--- config.mk ---
export PLATFORM = sky130hd
export DESIGN_NAME = sequence_scan_controller
export DESIGN_NICKNAME = d
export VERILOG_FILES = /design/src/rtl/sequence_scan_controller.sv
export SDC_FILE = /design/constraint.sdc
export NUM_CORES = 1
export LEC_CHECK = 0
export BUFFER_PORTS_ARGS = -buffer_cell sky130_fd_sc_hd__buf_2
export CAP_MARGIN = 30
export CELL_PAD_IN_SITES_DETAIL_PLACEMENT = 1
export CELL_PAD_IN_SITES_GLOBAL_PLACEMENT = 1
export CORE_ASPECT_RATIO = 1.1
export CORE_UTILIZATION = 38
export CTS_CLUSTER_DIAMETER = 150
export DETAILED_ROUTE_END_ITERATION = 16
export GPL_TIMING_DRIVEN = 0
export HOLD_SLACK_MARGIN = 0.02
export PLACE_DENSITY_LB_ADDON = 0.15
export SLEW_MARGIN = 25
export SYNTH_ARGS = -nofsm -noshare
export SYNTH_HDL_FRONTEND = slang
export SYNTH_SLANG_ARGS = --single-unit
--- constraint.sdc ---
create_clock -name clk -period 1.99 [get_ports clk]
set_clock_uncertainty 0.1 [all_clocks]
set_input_delay 0.199 -clock clk [delete_from_list [all_inputs] [get_ports clk]]
set_output_delay 0.199 -clock clk [all_outputs]
set_load 0.01 [all_outputs]
--- src/rtl/sequence_scan_controller.sv ---
// sequence_scan_controller
// Streams a captured word MSB-first into an external sequence detector and
// gathers match statistics: whether anything matched, how many match cycles
// were seen (saturating) and the bit index of the first match.
//
// Detector handshake: det_x is valid in every SHIFT cycle, and det_y is
// sampled on the same rising edge that advances the shift register. The
// detector is expected to be combinational (Mealy) from det_x to det_y.
// det_reset is high for the single CLEAR cycle and whenever reset is high.
`timescale 1ns/1ps

module sequence_scan_controller #(
    parameter int WIDTH = 16,
    parameter int CNT_W = 5
) (
    input  logic             clk,
    input  logic             reset,
    input  logic             start,
    input  logic [WIDTH-1:0] data_in,
    input  logic             det_y,
    output logic             det_x,
    output logic             det_reset,
    output logic             busy,
    output logic             done,
    output logic             hit,
    output logic [CNT_W-1:0] match_count,
    output logic [CNT_W-1:0] first_pos,
    output logic [1:0]       state_dbg
);

    typedef enum logic [1:0] {
        IDLE  = 2'd0,
        CLEAR = 2'd1,
        SHIFT = 2'd2,
        DONE  = 2'd3
    } state_t;

    localparam logic [CNT_W-1:0] LAST_BIT = CNT_W'(WIDTH - 1);

    state_t           state;
    logic [WIDTH-1:0] sreg;
    logic [CNT_W-1:0] bit_cnt;
    logic             det_reset_q;

    // Reset must clear the detector even before the first clock edge.
    assign det_reset = reset | det_reset_q;
    assign state_dbg = state;

    // Scan sequencer with registered detector drive, status and results.
    always_ff @(posedge clk or posedge reset) begin
        if (reset) begin
            state       <= IDLE;
            sreg        <= '0;
            bit_cnt     <= '0;
            det_reset_q <= 1'b0;
            det_x       <= 1'b0;
            busy        <= 1'b0;
            done        <= 1'b0;
            hit         <= 1'b0;
            match_count <= '0;
            first_pos   <= '0;
        end else begin
            case (state)
                IDLE: begin
                    if (start) begin
                        sreg        <= data_in;
                        bit_cnt     <= '0;
                        hit         <= 1'b0;
                        match_count <= '0;
                        first_pos   <= '0;
                        det_reset_q <= 1'b1;
                        busy        <= 1'b1;
                        state       <= CLEAR;
                    end
                end
                CLEAR: begin
                    // det_x is registered, so preload the first bit here.
                    det_reset_q <= 1'b0;
                    det_x       <= sreg[WIDTH-1];
                    state       <= SHIFT;
                end
                SHIFT: begin
                    if (det_y) begin
                        if (match_count != {CNT_W{1'b1}})
                            match_count <= match_count + CNT_W'(1);
                        if (!hit) begin
                            hit       <= 1'b1;
                            first_pos <= bit_cnt;
                        end
                    end
                    sreg <= sreg << 1;
                    if (bit_cnt == LAST_BIT) begin
                        bit_cnt <= '0;
                        det_x   <= 1'b0;
                        done    <= 1'b1;
                        state   <= DONE;
                    end else begin
                        bit_cnt <= bit_cnt + CNT_W'(1);
                        // Next MSB after this cycle's shift.
                        det_x   <= sreg[WIDTH-2];
                    end
                end
                DONE: begin
                    done  <= 1'b0;
                    busy  <= 1'b0;
                    state <= IDLE;
                end
                default: begin
                    state <= IDLE;
                end
            endcase
        end
    end

endmodule

* After elaboration in Yosys (flattened, before gate mapping) *
Index checks and enable logic that the tools add are counted.

storage, ports and cells
  word-level logic and storage cells = 61
  bits in registers = 38
  bits of input ports = 20

cells by class
  bitwise logic cells = 1
  mux-type cells = 24
  reductions and logical operators = 14
  equality and inequality tests = 10
  add/subtract/negate cells = 2

operators by type and width
  cell                                                                    count
  16-bit case mux with 2 select lines                                     1
  5-bit 2-to-1 mux                                                        6
  5-bit case mux with 2 select lines                                      3
  16-bit 2-to-1 mux                                                       1
  5-bit by 1-bit adder with 5-bit output (second input constant)          2
  2-bit inequality test (second input constant)                           5
  1-bit case mux with 2 select lines                                      5
  2-bit AND reduction                                                     5
  2-bit nonzero test                                                      5
  2-bit case mux with 4 select lines                                      1
  4-bit AND reduction                                                     2
  5-bit by 4-bit equality test with 1-bit output (second input constant)  1
  1-bit 2-to-1 mux                                                        5
  5-bit inequality test (second input constant)                           1
  2-bit equality test (second input constant)                             2
  2-bit 2-to-1 mux                                                        2
  3-bit AND reduction                                                     1
  2-bit by 1-bit equality test with 1-bit output (second input constant)  1
  2-bit zero test                                                         1
  1-bit OR                                                                1

* Depth between registers and ports, before layout *
  depth after elaboration = 4
  gate-level depth with buffers = 7
  mapped depth without buffers = 6

* Least setup slack after synthesis *
OpenSTA, ideal clock, no wires.

  kind = reg2reg
  start = register match_count[0]
  end = register match_count[3]
  setup slack = -9 ps
  setup time = 116 ps
  clock period less this slack = 1999 ps
  data required time = 1774 ps
  cell stages (with the launch flop) = 7
  arrival = 1784 ps
  cells stage by stage = dfrtp_1 -> ha_1 -> and3_1 -> ha_1 -> nand2b_1 -> or2_2 -> o311ai_0

on the way
  cells in the longest elaborated chain, start to end = 4
  elaborated cells between the ends (all ways) = 7
  those cells by class = add/sub: 1; eq/ne: 2; mux: 3; reduce/logical: 1

ends and longest elaborated chain
  element                                 line  text
  from (decl)                             26    output logic [CNT_W-1:0] match_count,
  from (signal assigned)                  85    match_count <= match_count + CNT_W'(1);
  5-bit by 1-bit adder with 5-bit output  85
  5-bit 2-to-1 mux                        84    if (match_count != {CNT_W{1'b1}})
  5-bit 2-to-1 mux                        83    if (det_y) begin
  5-bit case mux with 2 select lines      63    case (state)

Several ways; a longest one is shown, not always the timed one. The select of a mux whose other input is x is not followed.
A chain may end at the register's enable or synchronous reset.

* Worst setup path in the final report *
Same ends and word-level chain as after synthesis.

==> impl_metrics.env <==
export IMPL_outcome="complete, no violations"
export IMPL_worst_setup_path_type="reg -> reg"
export IMPL_final_common_cell="sky130_fd_sc_hd__buf_2"
export IMPL_die_height_um=76.2
export IMPL_cts_buffers=5
export IMPL_worstPathRequired_ns=2.09
export IMPL_worstRegToRegCells=6
export IMPL_antenna_cells_inserted=0
export IMPL_count_of_fill_cells_added_during_filler_insertion=550
export IMPL_worst_hold_path_type="in -> reg"
export IMPL_ctsLongestPathBuffers=2
export IMPL_synth_edf_count=0
export IMPL_vias_in_the_first_global_route=1671
export IMPL_syn_to_final_growth_pct=23.4
export IMPL_worstReg2RegStart="match_count[0]$_DFFE_PP0P_"
export IMPL_layout_drive_gt1_share=0.296
export IMPL_design_die_area_um2=5290
export IMPL_r2r_slack_ns=0.09
export IMPL_fp_row_count=26
export IMPL_netlist_area_leader_share=0.500
export IMPL_worstMarginPinSlew_ns=0.431
export IMPL_clk_pin_slew_ns=0.08
export IMPL_ant_nets=0
export IMPL_vias=1553
export IMPL_maximum_operating_frequency_mhz=526
export IMPL_start_util=0.403
export IMPL_groute_usage_overall=0.188
export IMPL_mostFrequentLayoutCells="41 x sky130_fd_sc_hd__buf_2, 38 x sky130_fd_sc_hd__dfrtp_1, 24 x sky130_fd_sc_hd__nand2_1"
export IMPL_power_density_nw_per_um2=1520
export IMPL_share_of_synthesized_flip_flops_with_an_asynchronous_set_or_reset=1.00
export IMPL_grt_start_max_net_pins=31
export IMPL_finalHoldViolCount=0
export IMPL_timing_critical_path_to_type="flip-flop"
export IMPL_clock_tree_from_tritoncts="built"
export IMPL_routed_via_density=5.43
export IMPL_timing_final_crit_share=0.955
export IMPL_setup_repair_after_global_routing_missed_its_margin="false"
export IMPL_place_detailed_hpwl_um=3380
export IMPL_antenna_found_initial=0
export IMPL_cp_depth=6
export IMPL_regArea_um2=951
export IMPL_totalPowerFinal_uw=3570
export IMPL_yosys_register_bits=38
export IMPL_core_region_area_um2=4720
export IMPL_setup_viol_count_final=0
export IMPL_final_max_slew_violation_count=0
export IMPL_ys_warnings_count=0
export IMPL_arrival_ns=2.00
export IMPL_syn_area_um2=1900
export IMPL_finish_net_count=256
export IMPL_firstDrtPassIters=4
export IMPL_cts_sinks=38
export IMPL_clock_root_buffer="sky130_fd_sc_hd__clkbuf_8"
export IMPL_synthesis_instances=182
export IMPL_design_portCount=37
export IMPL_die_w_um=69.4
export IMPL_static_leakage_power_uw=0.00112
export IMPL_syn_mean_instance_area_um2=10.4
export IMPL_gpl_final_weighted_congestion=0.736
export IMPL_setup_total_negative_slack_ns=0
export IMPL_critical_path_peak_fanout=7
export IMPL_timing_critical_path_from="match_count[0]$_DFFE_PP0P_"
export IMPL_crit_buf_inv=0
export IMPL_synthTopCellsByArea="sky130_fd_sc_hd__dfrtp_1 50%, sky130_fd_sc_hd__mux2i_1 10%, sky130_fd_sc_hd__o21ai_0 5.3%"
export IMPL_multiInputGateArea_um2=930
export IMPL_drv_max_cap_violation_count=0
export IMPL_critical_path_sink="match_count[3]$_DFFE_PP0P_"
export IMPL_most_used_dff_post_synth="sky130_fd_sc_hd__dfrtp_1"
export IMPL_insertion_delay_ns=0.30
export IMPL_port_buffers=36
export IMPL_worst_hold_path_num_cells=3
export IMPL_routedWlPerCell_um=16.8
export IMPL_critPathTopFamily="simple AND/OR/NAND/NOR gates"
export IMPL_max_stage_delay_ns=0.39
export IMPL_timing_max_slew_rel_slack=0.711
export IMPL_yosys_cell_types_count=38
export IMPL_path_cells="ha_1, and3_1, ha_2, nand2b_4, or2_2, o311ai_2"
export IMPL_rr_endpoint="match_count[3]$_DFFE_PP0P_"
export IMPL_grt_overflow_total=0
export IMPL_wire_length_of_the_first_global_routing_pass_um=7860
export IMPL_synth_fp_nets=209
export IMPL_drc=0
export IMPL_start_kind="flip-flop"
export IMPL_initialDrtViolationCount=55
export IMPL_yosysTopAreaCell="sky130_fd_sc_hd__dfrtp_1"
export IMPL_cell_with_the_biggest_individual_delay_on_the_critical_path="sky130_fd_sc_hd__dfrtp_1"
export IMPL_yosysSeqAreaShare=0.500
export IMPL_vdd_ir_drop_worst_uv=673
export IMPL_min_period_ns=1.90
export IMPL_htree_num_levels=2
export IMPL_postRouteWirelength_um=4800
==> cell usage after synthesis (all sizes together) (2+ instances only) <==
cell type / count
inv: 5
or2: 2
ha: 7
o2bb2ai: 3
nand2: 24
a21oi: 7
buf: 8
o21ai: 20
nor2: 3
nand3b: 2
nand4: 2
a21o: 2
a22o: 6
nand2b: 5
nor2b: 5
mux2i: 19
dfrtp: 38
o22a: 2
nand3: 6
==> registers in the layout, indices dropped and copies added, names as in the netlist <==
register	count
det_x	1
sreg	16
match_count	5
busy	1
first_pos	5
state_dbg	2
det_reset_q	1
bit_cnt	5
done	1
hit	1
==> where the power goes <==
part / internal, uW / switching (uW)
combinational: 754 / 991
clock: 279 / 283
sequential: 1070 / 194
total: 2100 / 1470
==> worst register-to-register path, stage by stage, from the launching register on <==
cell and delay (ns):
sky130_fd_sc_hd__dfrtp_1 0.39, sky130_fd_sc_hd__ha_1 0.24, sky130_fd_sc_hd__and3_1 0.20, sky130_fd_sc_hd__ha_2 0.19
sky130_fd_sc_hd__nand2b_4 0.17, sky130_fd_sc_hd__or2_2 0.31, sky130_fd_sc_hd__o311ai_2 0.20
==> routing by layer <==
layer	vias to the layer above	part of all wire	wire, um	GRT usage
met5	-	0	0	0
met4	0	0.015	73	0.0592
met3	5	0.031	151	0.0410
met2	27	0.52	2480	0.324
met1	782	0.44	2090	0.233
li1	739	-	-	-
==> final cells by class <==
type,count,share of cell area
clock inverter,2,0.00534
tap,56,0.0299
inverter,5,0.00800
sequential,38,0.406
timing repair buffer,40,0.0961
multi-input combinational,130,0.396
buffer,9,0.0235
clock buffer,6,0.0352
==> what timing repair did <==
action	4_1_cts	5_1_grt
endpoints found under the hold margin	34	0
resized for setup	4	10
setup buffers	1	1
endpoints found under the setup margin	4	27
hold buffers	1	0
==> worst min-delay path by stage <==
stage               start                 endpoint  slack [ns]
2_1_floorplan  data_in[0]      sreg[0]$_DFFE_PP0P_        0.25
3_3_place_gp   data_in[0]      sreg[0]$_DFFE_PP0P_        0.36
3_5_place_dp        reset  det_reset_q$_DFFE_PP0P_        0.04
4_1_cts        data_in[0]      sreg[0]$_DFFE_PP0P_        0.06
5_1_grt        data_in[0]      sreg[0]$_DFFE_PP0P_        0.09
6_report       data_in[0]      sreg[0]$_DFFE_PP0P_        0.06
==> cell families after synthesis <==
family,after synthesis,synth area share
AOI/OAI and AO/OA,47,0.159
DFF,38,0.500
adders and majority gates,7,0.0461
buffers and inverters,14,0.0369
muxes,20,0.106
and+or+nand+nor,56,0.151
==> stage by stage <==
step / std cells / setup WS [ns] / hold WS, ns / util / cell area (um^2)
2_1_floorplan: 182 / 0.0576 / 0.247 / - / 1910
3_3_place_gp: 274 / -0.0691 / 0.360 / 0.458 / 2160
3_5_place_dp: 275 / -0.0701 / 0.0439 / 0.462 / 2180
4_1_cts: 285 / 0.000950 / 0.0609 / 0.487 / 2300
5_1_grt: 286 / 0.00578 / 0.0868 / 0.497 / 2340
6_report: 286 / 0.0900 / 0.0615 / 0.497 / 2340
(Power assumes the default switching activity.)
